===== config.mk =====
export PLATFORM = sky130hd
export DESIGN_NAME = mult_control_unit
export DESIGN_NICKNAME = d
export VERILOG_FILES = /design/src/rtl/mult_control_unit.sv
export SDC_FILE = /design/constraint.sdc
export NUM_CORES = 1
export LEC_CHECK = 0
export CAP_MARGIN = 10
export CORE_AREA = 10 10 47 49
export DETAILED_ROUTE_END_ITERATION = 10
export DIE_AREA = 0 0 57 59
export PLACE_DENSITY = 0.59
export SETUP_SLACK_MARGIN = 0.15
export SYNTH_ARGS = -nofsm -noshare
export SYNTH_HDL_FRONTEND = slang
export SYNTH_SLANG_ARGS = --single-unit

===== constraint.sdc =====
create_clock -name i_clk -period 1.31 [get_ports i_clk]
set_clock_uncertainty 0.05 [all_clocks]
set_input_delay 0.262 -clock i_clk [delete_from_list [all_inputs] [get_ports i_clk]]
set_output_delay 0.262 -clock i_clk [all_outputs]
set_load 0.005 [all_outputs]

===== src/rtl/mult_control_unit.sv =====
// Control FSM for the 8-bit signed add-shift multiplier: sequences CLR, then N
// add/shift step pairs (subtract on the last add), then holds DONE until Run drops.
module mult_control_unit #(
  parameter int N_BITS = 8
) (
  input  logic i_clk,
  input  logic i_reset,
  input  logic i_run,
  input  logic i_clear_a_load_b,
  input  logic i_m,
  output logic o_clr_xa,
  output logic o_ld_b,
  output logic o_add_en,
  output logic o_fn,
  output logic o_shift_en,
  output logic o_busy,
  output logic o_done
);

  localparam int CNT_W = (N_BITS > 1) ? $clog2(N_BITS) : 1;
  localparam logic [CNT_W-1:0] LAST_STEP = CNT_W'(N_BITS - 1);
  localparam logic [CNT_W-1:0] CNT_ZERO  = CNT_W'(0);
  localparam logic [CNT_W-1:0] CNT_ONE   = CNT_W'(1);

  typedef enum logic [2:0] {
    S_IDLE  = 3'd0,
    S_CLR   = 3'd1,
    S_ADD   = 3'd2,
    S_SHIFT = 3'd3,
    S_DONE  = 3'd4
  } state_t;

  state_t           r_state;
  state_t           w_state_nxt;
  logic [CNT_W-1:0] r_cnt;
  logic [CNT_W-1:0] w_cnt_nxt;
  logic             w_last_step;

  assign w_last_step = (r_cnt == LAST_STEP);

  // State and step-counter registers
  always_ff @(posedge i_clk) begin
    if (i_reset) begin
      r_state <= S_IDLE;
      r_cnt   <= CNT_ZERO;
    end else begin
      r_state <= w_state_nxt;
      r_cnt   <= w_cnt_nxt;
    end
  end

  // Next-state and strobe decode; only ADD looks at M, so the strobes stay mutually exclusive
  always_comb begin
    w_state_nxt = r_state;
    w_cnt_nxt   = r_cnt;
    o_clr_xa    = 1'b0;
    o_ld_b      = 1'b0;
    o_add_en    = 1'b0;
    o_fn        = 1'b0;
    o_shift_en  = 1'b0;
    o_busy      = 1'b0;
    o_done      = 1'b0;
    case (r_state)
      S_IDLE: begin
        o_clr_xa = i_clear_a_load_b;
        o_ld_b   = i_clear_a_load_b;
        if (i_run) begin
          w_state_nxt = S_CLR;
        end else begin
          w_state_nxt = S_IDLE;
        end
      end
      S_CLR: begin
        o_clr_xa    = 1'b1;
        o_busy      = 1'b1;
        w_cnt_nxt   = CNT_ZERO;
        w_state_nxt = S_ADD;
      end
      S_ADD: begin
        o_busy      = 1'b1;
        o_add_en    = i_m;
        o_fn        = i_m & w_last_step;
        w_state_nxt = S_SHIFT;
      end
      S_SHIFT: begin
        o_busy     = 1'b1;
        o_shift_en = 1'b1;
        // Leaving at the last step keeps cnt from wrapping and stops at exactly N shifts
        if (w_last_step) begin
          w_state_nxt = S_DONE;
        end else begin
          w_cnt_nxt   = r_cnt + CNT_ONE;
          w_state_nxt = S_ADD;
        end
      end
      S_DONE: begin
        o_done = 1'b1;
        if (i_run) begin
          w_state_nxt = S_DONE;
        end else begin
          w_state_nxt = S_IDLE;
        end
      end
      default: begin
        w_state_nxt = S_IDLE;
        w_cnt_nxt   = CNT_ZERO;
      end
    endcase
  end

endmodule


==> flow_summary.toml <==
[status]
status = "finished with violations"
violations = "setup timing"

[clock_tree]
cts_sinks = 6
cts-root-buf = "clkbuf_4"
clockBufferDepth = 2
cts_tree = "done"
htreeDepth = 1
insertion_delay_ns = 0.24
clk_pin_slew_ns = 0.04
cts_inserted_buffers = 3
cts_hold_buf = 0

[timing]
fin_ws_ns = -0.126
worst_pin_slew_ns = 0.222
hold_ws_ns = 0.436
rsz0062_at_grt = "true"
fin_crit_ns = 1.44
max_freq_mhz = 696
slew_headroom = 0.852
setup_viol = 10
timing.final.crit_share = 1.10
slew_viol_final = 0
final_hold_viol_count = 0

[power_and_ir_drop]
vdd_drop_max_mv = 0.371
p_leak_nw = 0.312
powerDensity_mw_per_mm2 = 704

[routing]
dr.pass1.iters = 4
drc = 0
wl_per_cell_um = 13.4
ant_nets = 0
wl_mm = 1.09
drt-initial-drc-count = 7
vias = 394
vias_per_cell = 4.86

[final_layout]
drive_above_1_share = 0.723
syn_to_final_growth_pct = 101
final_cell_count_no_fill = 81
fin_nets = 74
antenna-diode-count = 0
n_fill_cell = 143

[logic_synthesis]
ys_seq_elements = 6
syn_area_sq_um = 354
ys_seq_area_frac = 0.339
syn_inst = 37
ys_warn_count = 0
syn-num-nets = 44
yosysUniqueCellTypes = 22
avgSynthCellArea_sq_um = 9.57

[floorplan]
start_util = 0.253
io_pins = 12
fp.dieW_um = 57
die_h_um = 59
dieArea_sq_mm = 0.00336
row_count = 14
core_area_sq_mm = 0.00140

[run]
max_cap_violations = 0

[setup_path]
cp.arrival_ns = 1.12
worstSetupPathType = "register to primary output"
worst_path_most_repeated_cell = "ha_4"
cpMaxStageDelayCell = "dfxtp_2"
cp-start-kind = "register"
ff2ff_setup_slack_ns = -0.12
cp_max_fo = 2
required_ns = 1.00
crit_chain = "ha_4 > ha_4 > and2_4 > buf_6"
end_kind = "primary output"
slowest_delay_ns = 0.33

[place]
post-place-ws_ns = -0.553
gp_congestion = 0.758
post-place-cells = 70
dp_hpwl_um = 726
io_buffers = 11

[hold_path]
hp-class = "register to register"

[global_route]
track_usage = 0.0618
grt_pass1_vias = 419
grt_pass1_wl_mm = 1.75
overflow = 0
grt_max_degree = 8
antenna_found_initial = 0
-- kinds of logic (layout without fill, tap and decap cells) --
logic type               count (synthesis)  in the layout  synth area share
AND/OR/NAND/NOR                         19             19             0.360
AO/OA/AOI/OAI                            7              7             0.163
flip-flops                               6              6             0.339
buffers and inverters                    3             31            0.0671
adder cells (fa/ha/maj)                  2              2            0.0707
-- registers in the layout (all words and copies together), names as in the netlist --
| register | count |
|---|---|
| r_state | 3 |
| r_cnt | 3 |
-- cells in the mapped netlist (all sizes together) --
master | instances | area, sq um
and2 | 3 | 21.3
and4bb | 1 | 12.5
and3 | 1 | 7.51
a211oi | 1 | 7.51
a22o | 2 | 17.5
nor2 | 6 | 30.0
nand2 | 2 | 7.51
a21oi | 1 | 5.00
and3b | 1 | 10.0
dfxtp | 6 | 120
buf | 3 | 23.8
a32oi | 2 | 17.5
nor4 | 3 | 25.0
ha | 2 | 25.0
a21bo | 1 | 10.0
nor3 | 1 | 5.00
nor4b | 1 | 8.76
-- timing repair --
action	CTS	global route
gates cloned	0	0
gates resized for setup	47	11
setup buffers	6	2
pin swaps	6	5
hold endpoints to repair	0	0
setup endpoints to repair	12	12
-- critical path: cells and delay by family (launching register included) --
kind | cells | cell delay, ns
DFF | 1 | 0.33
adders and majority gates | 2 | 0.32
and+or+nand+nor | 1 | 0.13
buffers and inverters | 1 | 0.10
-- area by class of cell --
type | instances | area, sq um | share of cell area
tap | 16 | 20.0 | 0.0281
sequential | 6 | 134 | 0.188
multi-input combinational | 28 | 289 | 0.406
timing repair buffer | 28 | 246 | 0.346
clock buffer | 3 | 22.5 | 0.0316
-- routing by layer --
| layer | share of wire | up-vias | global-route usage |
|---|---|---|---|
| li1 | - | 195 | - |
| met1 | 0.45 | 178 | 0.0761 |
| met2 | 0.45 | 17 | 0.0899 |
| met3 | 0.063 | 4 | 0.0129 |
| met4 | 0.039 | 0 | 0.0503 |
| met5 | 0 | - | 0 |
-- layout by cell type, fill, tap and decap left out --
| cell | count |
|---|---|
| nor2_4 | 1 |
| nor4b_4 | 1 |
| and2_1 | 1 |
| and3b_2 | 1 |
| nor2_1 | 3 |
| a32oi_2 | 1 |
| nor2_2 | 2 |
| nand2_1 | 2 |
| and2_4 | 2 |
| dfxtp_2 | 2 |
| buf_6 | 11 |
| dfxtp_1 | 1 |
| buf_4 | 8 |
| clkdlybuf4s50_1 | 2 |
| a21oi_1 | 1 |
| nor4_2 | 1 |
| a22o_1 | 2 |
| dfxtp_4 | 3 |
| dlygate4sd2_1 | 2 |
| buf_2 | 5 |
| nor4_4 | 1 |
| and3_4 | 1 |
| clkbuf_4 | 3 |
| nor3_2 | 1 |
| a211oi_1 | 1 |
| ha_4 | 2 |
| and4bb_2 | 1 |
| a21bo_1 | 1 |
| nor4_1 | 1 |
| a32oi_1 | 1 |
-- metrics by stage --
stage	TNS [ns]	cell area, sq um	total power [W]	util
detailed placement	-2.93	554	0.000306	0.396
CTS	-0.609	638	0.000497	0.455
global route	-1.04	712	0.000526	0.508
floorplan	0	383	0.000249	-
global placement	-2.91	554	0.000305	0.396
finish	-0.637	712	0.000501	0.508
-- power breakdown --
group,internal (W),leakage [nW],total [W],switching (W)
Clock,0.000103,0.0138,0.000163,0.0000600
Combinational,0.0000854,0.246,0.000136,0.0000505
Sequential,0.000188,0.0519,0.000202,0.0000144
Total,0.000377,0.312,0.000501,0.000125
-- final timing paths --
path / from / endpoint / cells past startpoint
max: r_cnt[0] / o_fn / 4
min: r_state[0] / r_state[0] / 1
max reg2reg: r_cnt[0] / r_cnt[1] / 6
min reg2reg: r_state[0] / r_state[0] / 1
No activity file was read; power rests on OpenSTA's default activity.
